--- src/rtl/risc_toy_fetch_queue_if.sv ---
// Fetch-queue bus: instruction memory port, redirect input and decode handshake.
interface risc_toy_fetch_queue_if #(
    parameter int AW    = 32,
    parameter int DEPTH = 4
);
    localparam int CW = $clog2(DEPTH + 1);

    logic          IREQ;
    logic [AW-3:0] IADDR;
    logic [31:0]   INSTR;
    logic          REDIR;
    logic [AW-1:0] REDIR_PC;
    logic          O_VALID;
    logic          O_READY;
    logic [31:0]   O_INSTR;
    logic [AW-1:0] O_PC;
    logic [CW-1:0] OCC;

    // fetch-queue side
    modport master (
        output IREQ, IADDR, O_VALID, O_INSTR, O_PC, OCC,
        input  INSTR, REDIR, REDIR_PC, O_READY
    );

    // memory / branch unit / decode side
    modport slave (
        input  IREQ, IADDR, O_VALID, O_INSTR, O_PC, OCC,
        output INSTR, REDIR, REDIR_PC, O_READY
    );
endinterface

--- src/rtl/risc_toy_fetch_queue.sv ---
// Sequential instruction fetch with a DEPTH-entry response FIFO.
// Credit counts buffered entries plus the one fetch in flight, so a
// response always has room when it lands; a redirect flushes everything.
module risc_toy_fetch_queue #(
    parameter int            AW       = 32,
    parameter int            DEPTH    = 4,
    parameter logic [AW-1:0] RESET_PC = '0
) (
    input logic                     CLK,
    input logic                     RST,
    risc_toy_fetch_queue_if.master  bus
);
    localparam int            CW  = $clog2(DEPTH + 1);
    localparam int            PW  = $clog2(DEPTH);
    localparam logic [AW-1:0] PC0 = {RESET_PC[AW-1:2], 2'b00};

    logic [AW-1:0] fetch_pc;
    logic [AW-1:0] infl_pc;
    logic          inflight;

    logic [31:0]   q_instr [DEPTH];
    logic [AW-1:0] q_pc    [DEPTH];
    logic [PW-1:0] rd_ptr;
    logic [PW-1:0] wr_ptr;
    logic [CW-1:0] occ;

    logic [CW:0]   used;
    logic          ireq;
    logic          push;
    logic          pop;
    logic          o_valid;

    // Low address bits of the redirect target are ignored (word-aligned fetch).
    logic unused_redir_lsb;
    assign unused_redir_lsb = ^bus.REDIR_PC[1:0];

    // Same-cycle pops do not return credit, keeping IREQ off the O_READY path.
    assign used    = {1'b0, occ} + {{CW{1'b0}}, inflight};
    assign ireq    = !RST && !bus.REDIR && (used < (CW+1)'(DEPTH));
    assign push    = inflight && !RST && !bus.REDIR;
    assign o_valid = !RST && (occ != '0);
    assign pop     = o_valid && bus.O_READY;

    assign bus.IREQ    = ireq;
    assign bus.IADDR   = RST ? PC0[AW-1:2] : fetch_pc[AW-1:2];
    assign bus.O_VALID = o_valid;
    assign bus.O_INSTR = o_valid ? q_instr[rd_ptr] : 32'h0;
    assign bus.O_PC    = o_valid ? q_pc[rd_ptr] : '0;
    assign bus.OCC     = occ;

    // Fetch PC and in-flight tag; reset beats redirect beats normal issue.
    always_ff @(posedge CLK) begin
        if (RST) begin
            fetch_pc <= PC0;
            inflight <= 1'b0;
            infl_pc  <= '0;
        end else if (bus.REDIR) begin
            fetch_pc <= {bus.REDIR_PC[AW-1:2], 2'b00};
            inflight <= 1'b0;
        end else begin
            inflight <= ireq;
            if (ireq) begin
                infl_pc  <= fetch_pc;
                fetch_pc <= fetch_pc + AW'(4);
            end
        end
    end

    // FIFO pointers and occupancy; redirect discards everything not popped this cycle.
    always_ff @(posedge CLK) begin
        if (RST || bus.REDIR) begin
            rd_ptr <= '0;
            wr_ptr <= '0;
            occ    <= '0;
        end else begin
            if (push) wr_ptr <= wr_ptr + PW'(1);
            if (pop)  rd_ptr <= rd_ptr + PW'(1);
            if (push && !pop)      occ <= occ + CW'(1);
            else if (!push && pop) occ <= occ - CW'(1);
        end
    end

    // FIFO storage: the response is written with the PC it was fetched from.
    always_ff @(posedge CLK) begin
        if (push) begin
            q_instr[wr_ptr] <= bus.INSTR;
            q_pc[wr_ptr]    <= infl_pc;
        end
    end
endmodule

--- src/flat_wrapper.sv ---
// flat-port wrapper written by rule: the top's interface ports become plain ports
module risc_toy_fetch_queue_flat 
#(
    parameter int            AW       = 32,
    parameter int            DEPTH    = 4,
    parameter logic [AW-1:0] RESET_PC = '0
)
  (CLK, RST, bus_IREQ, bus_IADDR, bus_O_VALID, bus_O_INSTR, bus_O_PC, bus_OCC, bus_INSTR, bus_REDIR, bus_REDIR_PC, bus_O_READY);
  risc_toy_fetch_queue_if #(.AW(AW), .DEPTH(DEPTH)) bus_i ();
  input logic CLK;
  input logic RST;
  output wire logic [$bits(bus_i.IREQ)-1:0] bus_IREQ;
  output wire logic [$bits(bus_i.IADDR)-1:0] bus_IADDR;
  output wire logic [$bits(bus_i.O_VALID)-1:0] bus_O_VALID;
  output wire logic [$bits(bus_i.O_INSTR)-1:0] bus_O_INSTR;
  output wire logic [$bits(bus_i.O_PC)-1:0] bus_O_PC;
  output wire logic [$bits(bus_i.OCC)-1:0] bus_OCC;
  input wire logic [$bits(bus_i.INSTR)-1:0] bus_INSTR;
  input wire logic [$bits(bus_i.REDIR)-1:0] bus_REDIR;
  input wire logic [$bits(bus_i.REDIR_PC)-1:0] bus_REDIR_PC;
  input wire logic [$bits(bus_i.O_READY)-1:0] bus_O_READY;
  assign bus_IREQ = bus_i.IREQ;
  assign bus_IADDR = bus_i.IADDR;
  assign bus_O_VALID = bus_i.O_VALID;
  assign bus_O_INSTR = bus_i.O_INSTR;
  assign bus_O_PC = bus_i.O_PC;
  assign bus_OCC = bus_i.OCC;
  assign bus_i.INSTR = bus_INSTR;
  assign bus_i.REDIR = bus_REDIR;
  assign bus_i.REDIR_PC = bus_REDIR_PC;
  assign bus_i.O_READY = bus_O_READY;
  risc_toy_fetch_queue #(.AW(AW), .DEPTH(DEPTH), .RESET_PC(RESET_PC)) u_core (.CLK(CLK), .RST(RST), .bus(bus_i));
endmodule
--- config.mk ---
export PLATFORM = sky130hd
export DESIGN_NAME = risc_toy_fetch_queue_flat
export DESIGN_NICKNAME = d
export VERILOG_FILES = /design/src/rtl/risc_toy_fetch_queue_if.sv /design/src/rtl/risc_toy_fetch_queue.sv /design/src/flat_wrapper.sv
export SDC_FILE = /design/constraint.sdc
export NUM_CORES = 1
export LEC_CHECK = 0
export ABC_AREA = 1
export BUFFER_PORTS_ARGS = -buffer_cell sky130_fd_sc_hd__buf_2
export CORE_MARGIN = 5
export CORE_UTILIZATION = 52
export CTS_CLUSTER_DIAMETER = 120
export DETAILED_ROUTE_END_ITERATION = 12
export GPL_TIMING_DRIVEN = 0
export PLACE_DENSITY = 0.84
export SYNTH_ARGS = -nofsm -noshare
export SYNTH_HDL_FRONTEND = slang
export SYNTH_SLANG_ARGS = --single-unit
--- constraint.sdc ---
create_clock -name CLK -period 4 [get_ports CLK]
set_clock_uncertainty 0.2 [all_clocks]
set_input_delay 0.4 -clock CLK [delete_from_list [all_inputs] [get_ports CLK]]
set_output_delay 0.4 -clock CLK [all_outputs]
set_load 0.05 [all_outputs]
==> metrics.md, run 1 <==
| Metric | Value |
|---|---|
| Status | `completed` |
| PortBufs | `161` |
| Die height | `170.2 um` |
| Largest net degree at the start of global routing | `31` |
| Netlist cell types | `31` |
| CTS Buf Count | `31` |
| Worst path slowest cell | `clkbuf_1` |
| Post-synth top area cell | `edfxtp_1` |
| Headroom to the max-slew limit | `0.4907` |
| Critical path arrival | `2800 ps` |
| Top cell type's share of synthesized area | `0.5582` |
| Global-route wire length before repair | `54420 um` |
| Via density | `5.426` |
| Worst vdd ir | `0.3328 mV` |
| Share of layout cells above drive strength 1 | `0.1586` |
| Total track usage | `0.2365` |
| Core area | `25250 um^2` |
| Design area | `16240 um^2` |
| Mapped cell area | `13340 um^2` |
| WP buf/inv | `5` |
| R2R Path Start | `u_core.bus.OCC[0]` |
| Routed Antenna Nets | `0` |
| FF-to-FF path depth | `8` |
| Sequential element share of the synthesized area | `0.6633` |
| Iter 0 DRT Violations | `1131` |
| Worst skew pair latency | `560 ps` |
| Post-layout min period | `3401 ps` |
| Synth-to-Final Area Change | `21.71%` |
| Residual DRC | `0` |
| Final period util | `0.8503` |
| CTS tree | `yes` |
| Hpwl dp | `23480 um` |
| Critical-path cell list | `buf_2 > inv_2 > buf_2 > clkbuf_1 > o21ai_0 > a21oi_1 > buf_2` |
| Final setup violating endpoints | `0` |
| Unrepaired setup endpoints after global routing | `no` |
| Top delay family on crit path | `buffers and inverters` |
| CP Class | `reg -> out` |
| YS warnings | `0` |
| Initial antenna violation count | `0` |
| Root buf cell | `clkbuf_16` |
| DR pass1 iterations | `6` |
| Pleak | `6.378 nW` |
| Fillcell total | `1955` |
| Final hold violation count | `0` |
| Die width | `170.2 um` |
| GRT overflow | `0` |
| Worst-Margin Slew | `762.1 ps` |
| Setup crit end kind | `primary output` |
| Hold buffers post-CTS | `45` |
| R2R Path End | `u_core.bus.OCC[1]` |
| Cells after Synth | `1341` |
| Vias in the first global route | `10510` |
| Total Wirelength | `35110 um` |
| Critical Path Fanout Max | `10` |
| Worst Hold End | `u_core.wr_ptr[0]` |
| Worst min path class | `in -> reg` |
| GP Congestion | `0.9795` |
| Worst R2R Setup Slack | `1740 ps` |
| Top Ports | `167` |
| Vias | `10548` |
| Clk buf depth | `3` |
| FFs w/ async S/R, synth | `0` |
| Hold Crit Depth | `4` |
| Fmax | `294.0 MHz` |
| Startpoint class of the critical path | `flop` |
| H-tree Lvls | `1` |
| CTS sink cnt | `318` |
| Clk slew on worst S/H paths | `60 ps` |
| Hold Path Origin | `bus_REDIR` |
| Post-synth top flop | `edfxtp_1` |
| Die Area | `28960 um^2` |
| CP most frequent cell | `buf_2` |
| Worst Path Required | `3400 ps` |
| Slowest Stage Delay on Critical Path | `480 ps` |
| Final net count | `1664` |
| Ant. Diodes | `0` |
| Max-cap violations | `0` |
| Row count | `58` |
| Fin. max-slew vios | `0` |
| Placed cell area | `14780 um^2` |
| Most common cell in the netlist | `nor2_1` |
| PostCTS Resize Cnt | `0` |
| Initial Utilization | `0.5282` |
| PwrDens | `429.4 nW/um^2` |
| Flops & latches, synth | `318` |
| Post-DR wirelength/cell | `18.06 um` |
| Synth cell count leaders | `nor2_1, edfxtp_1, o21ai_0` |
| Count of flip-flops with a built-in enable after synthesis | `248` |
| Synth top area cells | `edfxtp_1, dfxtp_1, nor2_1` |
| Hold Slack | `7.922 ps` |
| Syn Area/Cell | `9.948 um^2` |
| Post-CTS Setup Bufs | `0` |
[state kept, by name, summed over array words and instances (netlist names), named ones only]
signal / count
u_core.bus.OCC: 3
u_core.q_instr: 128
u_core.rd_ptr: 2
u_core.inflight: 1
u_core.wr_ptr: 2
u_core.fetch_pc: 30
u_core.infl_pc: 30
u_core.q_pc: 120
[metrics by stage]
| stage | power [mW] | std cells | setup TNS, ps | worst slack, ps | utilization |
|---|---|---|---|---|---|
| 2_1_floorplan | 3.996 | 1342 | -62560 | -252.2 | - |
| 3_3_place_gp | 4.136 | 1833 | -541790 | -2317 | 0.5766 |
| 3_5_place_dp | 4.153 | 1841 | 0 | 1171 | 0.5851 |
| 4_1_cts | 7.001 | 1944 | 0 | 572.6 | 0.6429 |
| 5_1_grt | 7.190 | 1944 | 0 | 503.9 | 0.6429 |
| 6_report | 6.972 | 1944 | 0 | 599.0 | 0.6429 |
[layout by cell type, fill, tap and decap left out, drive strengths merged, types with 6 or more instances in the layout]
cell and instances:
a21oi 88, buf 196, ha 6, clkinv 9, clkbuf 89, dlygate4sd3 45
dfxtp 70, nand3 61, a211oi 7, nor3 13, nor2 365, o21ai 157
edfxtp 248, inv 95, nand2 141
[worst reg2reg max path: cells and delay by family, from the launching register on]
family	cells	cell delay [ps]
adder cells (fa/ha/maj)	2	670
buffers and inverters	1	90
flip-flops	1	430
AND/OR/NAND/NOR	3	360
AO/OA/AOI/OAI	2	400
[where the power goes]
part / internal [mW] / switching [mW] / leakage, nW
Combinational: 0.143 / 0.310 / 3.06
Clock: 1.62 / 1.22 / 0.487
Sequential: 3.62 / 0.0561 / 2.83
Total: 5.38 / 1.59 / 6.38
[kinds of logic (layout without fill, tap and decap cells)]
group / after synthesis / in the layout / synth area share
simple gates: 585 / 585 / 0.1763
compound gates: 261 / 261 / 0.1006
other cells: 1 / 2 / 0.0002811
flops: 318 / 318 / 0.6633
buf+inv: 166 / 438 / 0.05037
xor+xnor: 3 / 3 / 0.001970
fa+ha+maj: 7 / 7 / 0.007128
[area by class of cell]
type                    instances  area (um^2)  share of cell area
flip-flops and latches        318         8848              0.5450
well taps                     330        412.9             0.02543
plain buffers                  73        322.8             0.01988
inverters                      93        349.1             0.02150
clock inverters                15        127.6            0.007860
multi-input cells             858         3854              0.2373
repair buffers                214         1439             0.08862
clock buffers                  43        883.3             0.05440
[layer usage]
| metal | global-route usage | vias up | routed length (um) |
|---|---|---|---|
| met4 | 0.06944 | 0 | 871 |
| met5 | 0 | - | 0 |
| met3 | 0.03600 | 64 | 2671 |
| li1 | - | 5024 | - |
| met2 | 0.4101 | 478 | 17100 |
| met1 | 0.3105 | 4982 | 14470 |
[worst max-delay path by stage]
stage | startpoint | to | cells after the start
final | flop | bus_O_PC[29] | 7
after global placement | RST | u_core.q_instr[3][5] | 6
after global routing | flop | bus_O_PC[29] | 7
after detailed placement | flop | bus_O_PC[29] | 7
after CTS | flop | bus_O_PC[29] | 7
after floorplan | RST | u_core.q_instr[0][0] | 6
Note: power is estimated with default switching activity, not from simulation.
==> inputs of run 2 (changes only) <==
PLACE_DENSITY = 0.76   (was 0.84)
==> run 2 against run 1 <==
  * Global-route usage shrank 0.94 points
  * Fmax increased by 3.2%
  * Die area unchanged
  * Worst setup slack better by 100 ps
  * Combinational power is essentially flat
==> metrics.md, run 2 (synthesis gave the netlist of run 1 again) <==
| Metric | Value |
|---|---|
| Pre-CTS setup slack | `1253 ps` |
| GP Congestion | `0.9226` |
| PortBufs | `161` |
| Global-route wire length before repair | `52380 um` |
| H-tree Lvls | `1` |
| WP depth | `7` |
| GR peak layer | `met2` |
| Pleak | `6.418 nW` |
| DR pass1 iterations | `7` |
| Hpwl dp | `23010 um` |
| Met1 Usage GRT | `0.3044` |
| Fmax | `303.4 MHz` |
| Final WS setup | `703.7 ps` |
| Fin. max-slew vios | `0` |
| Largest net degree at the start of global routing | `31` |
| Post-Route Setup TNS | `0 ps` |
| M2 GR Usage | `0.3912` |
| Commonest non-fill, non-tap cells in the layout | `nor2_1, edfxtp_1, buf_2` |
| Flip-flop count of the largest register after layout | `128` |
| Share of layout cells above drive strength 1 | `0.1649` |
| Largest registers | `u_core.q_instr x128, u_core.q_pc x120` |
| Top delay family on crit path | `buffers and inverters` |
| Initial Utilization | `0.5282` |
| PwrDens | `432.2 nW/um^2` |
| Top Ports | `167` |
| CP Class | `reg -> out` |
| Hold Crit Depth | `3` |
| Hold Slack | `38.09 ps` |
| Critical path arrival | `2700 ps` |
| Synth-to-Final Area Change | `22.04%` |
| GR met3 Demand/Resource | `0.03043` |
| Die Area | `28960 um^2` |
| Final period util | `0.8241` |
| Row count | `58` |
| Placed Cells | `1841` |
| Post-layout min period | `3296 ps` |
| GRT overflow | `0` |
| Slowest Stage Delay on Critical Path | `420 ps` |
| Residual DRC | `0` |
| Final net count | `1664` |
| Fillcell total | `1978` |
| Worst Path Required | `3400 ps` |
| CP most frequent cell | `buf_2` |
| Worst vdd ir | `0.3203 mV` |
| Most flop-heavy register | `u_core.q_instr` |
| Root buf cell | `clkbuf_16` |
| CTS Buf Count | `31` |
| CTS sink cnt | `318` |
| Critical-path cell list | `buf_2 > inv_2 > buf_2 > clkbuf_1 > o21ai_0 > a21oi_1 > buf_2` |
| Startpoint class of the critical path | `flop` |
| Post-DR wirelength/cell | `17.49 um` |
| Status | `completed` |
| Hold buffers post-CTS | `45` |
| PostCTS Resize Cnt | `0` |
| Design area | `16280 um^2` |
| Final setup violating endpoints | `0` |
| Vias | `10387` |
| Register Area | `8848 um^2` |
| Critical Path Fanout Max | `10` |
| Worst path slowest cell | `clkbuf_1` |
| Clk slew on worst S/H paths | `60 ps` |
| Headroom to the max-slew limit | `0.5125` |
| Via density | `5.346` |
| Die width | `170.2 um` |
| Unrepaired setup endpoints after global routing | `no` |
| Routed Antenna Nets | `0` |
| Pwr Total | `7.036 mW` |
| Clk buf depth | `3` |
| Final hold violation count | `0` |
| Vias in the first global route | `10162` |
| Total Wirelength | `33980 um` |
| WP buf/inv | `5` |
| Final Non-Filler Cells | `1943` |
| FF-to-FF path depth | `6` |
| Max-cap violations | `0` |
| Post-CTS Setup Bufs | `0` |
| Final Util | `0.6447` |
| Worst min path class | `in -> reg` |
| Worst skew pair latency | `550 ps` |
| CTS tree | `yes` |
| Total track usage | `0.2271` |
| Core area | `25250 um^2` |
| Initial antenna violation count | `0` |
| Worst-Margin Slew | `729.5 ps` |
| Leading cell type in the layout, fill and taps excluded | `nor2_1` |
| Die height | `170.2 um` |
| Placed cell area | `14780 um^2` |
| Iter 0 DRT Violations | `921` |
| Ant. Diodes | `0` |
| Area of the multi-input gates | `3854 um^2` |
| Setup crit end kind | `primary output` |
==> run 2: cell types whose count changed in the layout (fill, tap and decap cells not counted), sizes merged <==
cell / before / now
clkbuf: 89 / 91
inv: 95 / 93
clkinvlp: 3 / 2
==> run 2: worst min-delay path, delay by kind of cell <==
family	cells	cell delay [ps]
simple gates	1	140
compound gates	1	90
buf+inv	1	100
==> run 2: cell type report <==
class | count | area share
clock inverter | 12 | 0.005994
timing repair buffer | 214 | 0.08838
sequential | 318 | 0.5435
tap | 330 | 0.02536
inverter | 93 | 0.02144
clock buffer | 45 | 0.05879
buffer | 73 | 0.01983
multi-input combinational | 858 | 0.2367
==> run 2: path summary, 6_finish.rpt <==
path | startpoint | end | slack, ps
max | flop | bus_O_PC[19] | 700
min | bus_O_READY | u_core.rd_ptr[0] | 40
max reg2reg | u_core.inflight | u_core.q_pc[2][16] | 1770
min reg2reg | u_core.rd_ptr[1] | u_core.rd_ptr[1] | 300
==> run 2: power by group <==
| group | switching [mW] | internal (mW) |
|---|---|---|
| clock | 1.19 | 1.72 |
| combinational | 0.309 | 0.143 |
| sequential | 0.0552 | 3.62 |
| total | 1.55 | 5.48 |
==> run 2: metal layers <==
layer | wire length [um] | vias to the layer above
met5 | 0 | -
met4 | 885 | 0
met3 | 2577 | 66
met2 | 16440 | 440
met1 | 14070 | 4856
li1 | - | 5025
